--- config.mk ---
export PLATFORM = sky130hd
export DESIGN_NAME = mem_rd_sched
export DESIGN_NICKNAME = d
export VERILOG_FILES = /design/src/rtl/mem_sched_pkg.sv /design/src/rtl/sched_cmd_fifo.sv /design/src/rtl/mem_rd_sched.sv
export SDC_FILE = /design/constraint.sdc
export NUM_CORES = 1
export LEC_CHECK = 0
export BUFFER_PORTS_ARGS = -buffer_cell sky130_fd_sc_hd__buf_2
export CAP_MARGIN = 10
export CORE_UTILIZATION = 45
export DETAILED_ROUTE_END_ITERATION = 16
export GPL_ROUTABILITY_DRIVEN = 0
export GPL_TIMING_DRIVEN = 0
export PLACE_DENSITY = 0.65
export SYNTH_ARGS = -nofsm -noshare
export SYNTH_HDL_FRONTEND = slang
export SYNTH_SLANG_ARGS = --single-unit
--- constraint.sdc ---
create_clock -name clk -period 11.9 [get_ports clk]
set_clock_uncertainty 0.05 [all_clocks]
set_input_delay 1.19 -clock clk [delete_from_list [all_inputs] [get_ports clk]]
set_output_delay 1.19 -clock clk [all_outputs]
set_load 0.01 [all_outputs]
--- src/rtl/mem_sched_pkg.sv ---
// Shared types for the accumulator read scheduler.
// Contents: scheduler FSM state encoding, queued command payload, and the
// read-controller occupancy window helper.
package mem_sched_pkg;

  // Command payload widths (match the scheduler's default parameters).
  localparam int unsigned CMD_ID_W   = 1;
  localparam int unsigned CMD_ADDR_W = 8;
  localparam int unsigned CMD_NUM_W  = 16;

  typedef enum logic [1:0] {
    IDLE  = 2'd0,
    ISSUE = 2'd1,
    RUN   = 2'd2,
    DONE  = 2'd3
  } sched_state_e;

  typedef struct packed {
    logic [CMD_ID_W-1:0]   id;
    logic [CMD_ADDR_W-1:0] base_addr;
    logic [CMD_NUM_W-1:0]  num_row;
  } cmd_t;

  // Occupancy window of the skewed read controller: 2*n_eff + SYS_ROW + 2,
  // with the row count clamped to the accumulator depth.
  function automatic int unsigned rd_window(input logic [CMD_NUM_W-1:0] n,
                                            input int unsigned sys_row,
                                            input int unsigned accum_row);
    int unsigned n_eff;
    n_eff = (32'(n) > accum_row) ? accum_row : 32'(n);
    return 2 * n_eff + sys_row + 2;
  endfunction

endpackage

--- src/rtl/sched_cmd_fifo.sv ---
// Synchronous command FIFO for the read scheduler.
// Ports:
//   clk, rst        clock, asynchronous active-high reset
//   push, wdata     write strobe and command (ignored while full)
//   pop             remove head entry (ignored while empty)
//   head_c          current head entry (direct read of storage)
//   head_nxt_c      entry behind the head, valid when count > 1
//   full, empty     registered status flags
//   count           registered occupancy
module sched_cmd_fifo
  import mem_sched_pkg::*;
#(
  parameter int unsigned DEPTH = 4
) (
  input  logic                     clk,
  input  logic                     rst,
  input  logic                     push,
  input  cmd_t                     wdata,
  input  logic                     pop,
  output cmd_t                     head_c,
  output cmd_t                     head_nxt_c,
  output logic                     full,
  output logic                     empty,
  output logic [$clog2(DEPTH):0]   count
);

  localparam int unsigned PTR_W = $clog2(DEPTH);
  localparam int unsigned CNT_W = PTR_W + 1;

  cmd_t             mem [DEPTH];
  logic [PTR_W-1:0] wr_ptr;
  logic [PTR_W-1:0] rd_ptr;
  logic             do_push;
  logic             do_pop;
  logic [CNT_W-1:0] count_d;

  // Guarded strobes and next occupancy.
  always_comb begin
    do_push = push && !full;
    do_pop  = pop && !empty;
    count_d = count + CNT_W'(do_push) - CNT_W'(do_pop);
  end

  // Storage, pointers and registered status.
  always_ff @(posedge clk or posedge rst) begin
    if (rst) begin
      for (int unsigned i = 0; i < DEPTH; i++) begin
        mem[i] <= '0;
      end
      wr_ptr <= '0;
      rd_ptr <= '0;
      count  <= '0;
      full   <= 1'b0;
      empty  <= 1'b1;
    end else begin
      if (do_push) begin
        mem[wr_ptr] <= wdata;
        wr_ptr      <= wr_ptr + PTR_W'(1);
      end
      if (do_pop) begin
        rd_ptr <= rd_ptr + PTR_W'(1);
      end
      count <= count_d;
      full  <= (count_d == CNT_W'(DEPTH));
      empty <= (count_d == '0);
    end
  end

  assign head_c     = mem[rd_ptr];
  assign head_nxt_c = mem[rd_ptr + PTR_W'(1)];

endmodule

--- src/rtl/mem_rd_sched.sv ---
// Read scheduler in front of the skewed accumulator read controller.
// Round-robin arbitrates NUM_REQ requesters into a command FIFO, issues one
// start pulse per command, holds base_addr/num_row for the controller's
// occupancy window, then strobes completion with the requester id.
// Ports:
//   clk, rst                       clock, asynchronous active-high reset
//   req_valid/req_ready            per-requester handshake (ready one-hot)
//   req_base_addr, req_num_row     per-requester command payload
//   rd_en_in                       single-cycle start pulse to the controller
//   base_addr, num_row             command held for the controller window
//   busy                           FSM active or commands queued
//   done_valid, done_id            completion strobe and requester id
module mem_rd_sched
  import mem_sched_pkg::*;
#(
  parameter int unsigned SYS_ROW    = 16,
  parameter int unsigned SYS_COL    = 16,
  parameter int unsigned DATA_WIDTH = CMD_NUM_W,
  parameter int unsigned ACCUM_SIZE = 4096,
  parameter int unsigned ADDR_WIDTH = CMD_ADDR_W,
  parameter int unsigned NUM_REQ    = 2,
  parameter int unsigned FIFO_DEPTH = 4
) (
  input  logic                                  clk,
  input  logic                                  rst,
  input  logic [NUM_REQ-1:0]                    req_valid,
  output logic [NUM_REQ-1:0]                    req_ready,
  input  logic [NUM_REQ-1:0][ADDR_WIDTH-1:0]    req_base_addr,
  input  logic [NUM_REQ-1:0][DATA_WIDTH-1:0]    req_num_row,
  output logic                                  rd_en_in,
  output logic [ADDR_WIDTH-1:0]                 base_addr,
  output logic [DATA_WIDTH-1:0]                 num_row,
  output logic                                  busy,
  output logic                                  done_valid,
  output logic [$clog2(NUM_REQ)-1:0]            done_id
);

  localparam int unsigned ACCUM_ROW = ACCUM_SIZE / SYS_COL;
  localparam int unsigned ID_W      = $clog2(NUM_REQ);
  localparam int unsigned CNT_W     = $clog2(2 * ACCUM_ROW + SYS_ROW + 3);
  localparam int unsigned FCNT_W    = $clog2(FIFO_DEPTH) + 1;

  localparam logic [1:0] ST_IDLE  = 2'(IDLE);
  localparam logic [1:0] ST_ISSUE = 2'(ISSUE);
  localparam logic [1:0] ST_RUN   = 2'(RUN);
  localparam logic [1:0] ST_DONE  = 2'(DONE);

  // Arbiter
  logic [ID_W-1:0]    rr_ptr;
  logic [ID_W-1:0]    rr_next;
  logic [ID_W-1:0]    gid;
  logic               gfound;
  logic [NUM_REQ-1:0] grant;
  int unsigned        idx;

  // FIFO
  logic              push;
  logic              pop;
  cmd_t              wcmd;
  cmd_t              head;
  cmd_t              head_nxt;
  logic              full;
  logic              empty;
  logic [FCNT_W-1:0] fcount;
  logic [FCNT_W-1:0] fcount_d;

  // FSM and registered-output next values
  logic [1:0]            state;
  logic [1:0]            state_d;
  logic [CNT_W-1:0]      cnt;
  logic [CNT_W-1:0]      cnt_d;
  cmd_t                  out_cmd;
  logic                  rd_en_d;
  logic [ADDR_WIDTH-1:0] base_d;
  logic [DATA_WIDTH-1:0] num_d;
  logic                  busy_d;
  logic                  done_d;
  logic [ID_W-1:0]       done_id_d;

  // Round-robin pick starting at rr_ptr; no grant while full or in reset.
  always_comb begin
    grant  = '0;
    gid    = '0;
    gfound = 1'b0;
    idx    = 0;
    for (int k = 0; k < NUM_REQ; k++) begin
      idx = (32'(rr_ptr) + 32'(k)) % NUM_REQ;
      if (!gfound && req_valid[ID_W'(idx)]) begin
        gfound = 1'b1;
        gid    = ID_W'(idx);
      end
    end
    if (gfound && !full && !rst) begin
      grant[gid] = 1'b1;
    end
  end

  assign req_ready = grant;
  assign push      = |grant;
  assign rr_next   = (32'(gid) == NUM_REQ - 1) ? '0 : gid + ID_W'(1);

  always_comb begin
    wcmd           = '0;
    wcmd.id        = CMD_ID_W'(gid);
    wcmd.base_addr = CMD_ADDR_W'(req_base_addr[gid]);
    wcmd.num_row   = CMD_NUM_W'(req_num_row[gid]);
  end

  sched_cmd_fifo #(
    .DEPTH (FIFO_DEPTH)
  ) u_fifo (
    .clk        (clk),
    .rst        (rst),
    .push       (push),
    .wdata      (wcmd),
    .pop        (pop),
    .head_c     (head),
    .head_nxt_c (head_nxt),
    .full       (full),
    .empty      (empty),
    .count      (fcount)
  );

  // Next state, window counter and next output values. Outputs are computed
  // from the upcoming state; on a pop the upcoming head is the entry behind
  // the current head.
  always_comb begin
    state_d   = state;
    cnt_d     = cnt;
    pop       = 1'b0;
    case (state)
      ST_IDLE: begin
        if (!empty) begin
          state_d = (head.num_row == '0) ? ST_DONE : ST_ISSUE;
        end
      end
      ST_ISSUE: begin
        cnt_d   = CNT_W'(rd_window(head.num_row, SYS_ROW, ACCUM_ROW) - 1);
        state_d = ST_RUN;
      end
      ST_RUN: begin
        if (cnt == '0) begin
          state_d = ST_DONE;
        end else begin
          cnt_d = cnt - CNT_W'(1);
        end
      end
      ST_DONE: begin
        pop = 1'b1;
        if (fcount > FCNT_W'(1)) begin
          state_d = (head_nxt.num_row == '0) ? ST_DONE : ST_ISSUE;
        end else begin
          state_d = ST_IDLE;
        end
      end
      default: state_d = ST_IDLE;
    endcase

    out_cmd   = pop ? head_nxt : head;
    fcount_d  = fcount + FCNT_W'(push) - FCNT_W'(pop);
    rd_en_d   = (state_d == ST_ISSUE);
    done_d    = (state_d == ST_DONE);
    done_id_d = done_d ? ID_W'(out_cmd.id) : '0;
    base_d    = (state_d != ST_IDLE) ? ADDR_WIDTH'(out_cmd.base_addr) : '0;
    num_d     = (state_d != ST_IDLE) ? DATA_WIDTH'(out_cmd.num_row) : '0;
    busy_d    = (state_d != ST_IDLE) || (fcount_d != '0);
  end

  // State, counter, arbiter pointer and output registers.
  always_ff @(posedge clk or posedge rst) begin
    if (rst) begin
      state      <= ST_IDLE;
      cnt        <= '0;
      rr_ptr     <= '0;
      rd_en_in   <= 1'b0;
      base_addr  <= '0;
      num_row    <= '0;
      busy       <= 1'b0;
      done_valid <= 1'b0;
      done_id    <= '0;
    end else begin
      state      <= state_d;
      cnt        <= cnt_d;
      if (push) begin
        rr_ptr <= rr_next;
      end
      rd_en_in   <= rd_en_d;
      base_addr  <= base_d;
      num_row    <= num_d;
      busy       <= busy_d;
      done_valid <= done_d;
      done_id    <= done_id_d;
    end
  end

endmodule

==> Flow_metrics.wiki <==
{| class="wikitable"
! Metric !! Value
|-
| Clock Root Buffer || clkbuf_16
|-
| Via-per-instance ratio || around 6
|-
| Count of unresolved DRC violations after routing || 0
|-
| Post-Synth Simple-Gate Area || 13.5%
|-
| Cell total after placement || just over 1k
|-
| Syn Area/Cell || 10.3 um2
|-
| Area fraction of the dominant cell type after synthesis || slightly below 50%
|-
| Xor and xnor fraction of the mapped netlist area || between 1 and 1.5%
|-
| Worst Hold Endpoint || u_fifo.mem[16]$_DFFE_PP0P_
|-
| Width of the die || ~130 um
|-
| Number of iterations in the first detailed-routing pass || 5
|-
| Synthesis-stage register bit count || 150
|-
| Endpoints failing hold || 0
|-
| Area of the placeable core || 16100 um2
|-
| Clock slew at reported path FFs || about 0.060 ns
|-
| Half-perimeter wire length after detailed placement || around 15000 um
|-
| Number of hold buffers added after cts || 0
|-
| Multiplexer area fraction after synthesis || about an eighth
|-
| GR Util met1 || between 30% and 40%
|-
| Count of final setup violators || 0
|-
| Reported max-cap violation count || 0
|-
| Top-Level Pins || 82
|-
| Hold-critical path depth || 2
|-
| Number of antenna repair diodes || 0
|-
| CP Data Arrival Time || between 2 and 3 ns
|-
| Clock latency at the later pin of the worst-skew pair || about 0.43 ns
|-
| Total Die Area || 17200 um2
|-
| TritonCTS buffer count || 17
|-
| DRT Wirelength || between 20000 and 25000 um
|-
| Setup TNS || 0 ns
|-
| Number of fill cells in the layout || about 1.4k
|-
| Post-CTS sizing || 0
|-
| Cell with the largest stage delay on the worst path || nor3_1
|-
| Run status || complete, no violations
|-
| Initial core utilization || a little under half
|-
| Largest net degree at the start of global routing || between 70 and 80
|-
| Critical Path Start Type || input pin
|-
| Number of enable-type register cells in the synthesized netlist || 0
|-
| Final nets || 898
|-
| Port Buffers || approximately 80
|-
| Post-DR wirelength/cell || about 20 um
|-
| Slowest stage delay, CP || around 0.92 ns
|-
| Final slew viol count || 0
|-
| Kind of capture point of the worst setup path || output pin
|-
| Initial antenna violation count || 0
|-
| Final design instance area without fill || 8890 um2
|-
| Actual slew at the worst max-slew pin || 1.16 ns
|-
| FFs w/ async S/R, synth || 100%
|-
| Share of the cycle needed by the critical path after routing || 32.5%
|-
| H-tree levels || 4
|-
| Power density over cell area || ~310 nW/um2
|-
| VDD IR max || about 0.00015 V
|-
| Reg2reg end || busy$_DFF_PP0_
|-
| Number of distinct library cells after synthesis || slightly below 70
|-
| Cell count after synthesis || 730
|-
| Net count after synthesis || ~800
|-
| Synthesis warning total || 0
|-
| Combinational family with the most area after synthesis || compound AO/OA/AOI/OAI gates
|-
| Worst hold path class || reg2reg
|-
| Placement Rows || 46
|-
| Synthesis-to-finish area growth || 18.3%
|-
| Via count of the first global-routing pass || approximately 6.5k
|-
| Endpoint required time on the critical path || ~11 ns
|-
| CP Buf/Inv Count || 2
|-
| DRC marker count from the first detailed-route iteration || between 500 and 600
|-
| FF/Latch Area || approximately 3800 um2
|-
| Placed inst area || approximately 8200 um2
|-
| CP Class || in2out
|-
| Unrepaired setup endpoints after global routing || false
|-
| Post-Syn Area || about 7500 um2
|-
| Hold Slack || roughly 0.43 ns
|-
| Cell type with the highest occurrence count on the critical path || buf_2
|-
| Max FO, Critical Path || 10
|-
| First-pass GRT wire length || ~35000 um
|-
| Startpoint of the worst register-to-register path || state[1]$_DFF_PP0_
|-
| Compound-Gate Fraction of Synth Area || 15.8%
|-
| Top cells by area in the synthesized netlist || dfrtp_1 50%, o21ai_0 7.5%, nand2_1 6.6%
|-
| Period minus WS final || slightly below 4 ns
|-
| Total Routing Usage GR || 25.9%
|-
| GR Util met2 || a little over two fifths
|-
| Hold_sp || u_fifo.mem[16]$_DFFE_PP0P_
|-
| CTS tree || done
|-
| Maximum achievable frequency || roughly 260 MHz
|-
| Dominant synthesized flop cell || dfrtp_1
|-
| CTS Buffer Depth || 2
|-
| Worst reg-to-reg path cell count || 11
|-
| Normalized max-slew margin || ~22%
|-
| Die outline height || roughly 130 um
|-
| CTS sink count || 150
|-
| Depth of the critical timing path with buffers and inverters included || 4
|-
| Critical path's top delay family || simple AND/OR/NAND/NOR gates
|-
| Post-CTS setup buffer count || 0
|-
| Leakage power || approximately 4.1 nW
|-
| Post-synthesis adder-cell area fraction || ~2.7%
|-
| Fraction of final layout cells sized beyond drive strength 1 || 19.0%
|-
| M3 GR Usage || under 10%
|-
| Seq/Total Area, Yosys || around half
|-
| Congestion Overflow GR || 0
|-
| Total area of multi-input combinational cells || around 3500 um2
|-
| Most heavily used metal layer in global routing || met2
|-
| Count of vias placed by the detailed router || around 6.3k
|-
| Final total power || 2.78 mW
|-
| Minimum setup slack among reg-to-reg paths || ~8.3 ns
|-
| DRT antenna net count || 0
|-
| Layout Cells excl Fill || approximately 1.1k
|-
| Critical path, cell by cell || buf_2 > nor3_1 > and2_1 > buf_2
|-
| Cell type contributing the most total cell area after synthesis || dfrtp_1
|}
[metrics by stage]
stage	setup slack, ns	utilization [%]
floorplan	6.63	-
global placement	5.12	50.8
detailed placement	8.06	51.0
CTS	8.06	55.1
global route	7.89	55.1
finish	8.04	55.1
[placed cells by master (no fill, tap or decap), drive strengths merged, types with 3 or more instances in the layout]
cell type	count
o221ai	15
nor4	5
mux2	8
dfrtp	149
a22oi	3
inv	20
xnor2	8
bufinv	5
nand2b	3
or4b	3
o21ai	113
clkinv	5
o22ai	6
or4	5
nor2	22
nor3	15
nor2b	3
a21oi	31
mux2i	46
nand2	133
clkbuf	56
mux4	18
nor3b	4
buf	96
nand3	9
o21a	3
ha	13
[routing by layer]
metal	wire length [um]	vias to the layer above
met5	0	-
met4	590	0
met3	1670	54
met2	10300	311
met1	8870	3145
li1	-	2831
[worst reg2reg max path: cells and delay by family, from the launching register on]
family	cells	cell delay, ns
simple gates	3	0.70
fa+ha+maj	3	0.92
buf+inv	5	1.45
flops	1	0.32
[worst max path at each step]
stage                                   to  start  slack (ns)
floorplan           base_addr[0]$_DFF_PP0_    rst        6.63
finish                        req_ready[0]    rst        8.04
global placement    base_addr[1]$_DFF_PP0_    rst        5.12
global route                  req_ready[0]    rst        7.89
CTS                           req_ready[0]    rst        8.06
detailed placement            req_ready[0]    rst        8.06
[power by group]
part,switching (mW),internal [mW]
clock network,0.218,0.390
registers,0.161,0.743
logic,0.771,0.498
total,1.15,1.63
[cell usage after synthesis, types with 2 or more instances]
cell         n
a222oi_1     2
ha_1        13
nand2b_1     3
clkbuf_1    35
or4b_1       2
mux2i_1     46
or4_1        4
nor3b_1      4
nand2_1    133
o21ai_0    112
o211ai_1     2
buf_1        2
nor2b_1      3
o311ai_0     2
or2_2        2
buf_4        3
and3b_1      2
o32a_1       2
o2bb2ai_1    2
mux2_2       8
o41ai_1      2
nor2_1      21
o21a_1       3
dfrtp_1    149
xor2_1       2
mux4_2      13
xnor2_1      8
inv_1       19
nor3_1      14
buf_2        7
a21oi_1     31
buf_6        2
a22oi_1      3
nand3b_1     2
fa_1         2
mux4_1       5
nand3_1      9
nor4_1       5
o221ai_1    15
o22ai_1      6
nand4_1      2
[kinds of logic (layout without fill, tap and decap cells)]
kind of cell	Yosys count	after routing
and+or+nand+nor	217	217
AOI/OAI and AO/OA	198	198
adders and majority gates	15	15
muxes	72	72
buffers and inverters	68	182
DFF	150	150
xor gates and xnor gates	10	10
[state kept, by name, summed over array words and instances, names as in the netlist]
register,cells
u_fifo.mem,100
num_row,16
cnt,10
base_addr,8
u_fifo.count,3
state,2
u_fifo.rd_ptr,2
u_fifo.wr_ptr,2
busy,1
done_id,1
done_valid,1
rd_en_in,1
rr_ptr,1
u_fifo.empty,1
u_fifo.full,1
[cell type report]
cell class                      instances  area share, %
Sequential cell                       150           42.2
Multi-Input combinational cell        512           39.0
Clock buffer                           21           5.29
Timing Repair Buffer                   82           4.87
Tap cell                              216           3.04
Buffer                                 49           2.46
Clock inverter                         11           2.20
Inverter                               19          0.859
No activity file was read; power rests on OpenSTA's default activity.
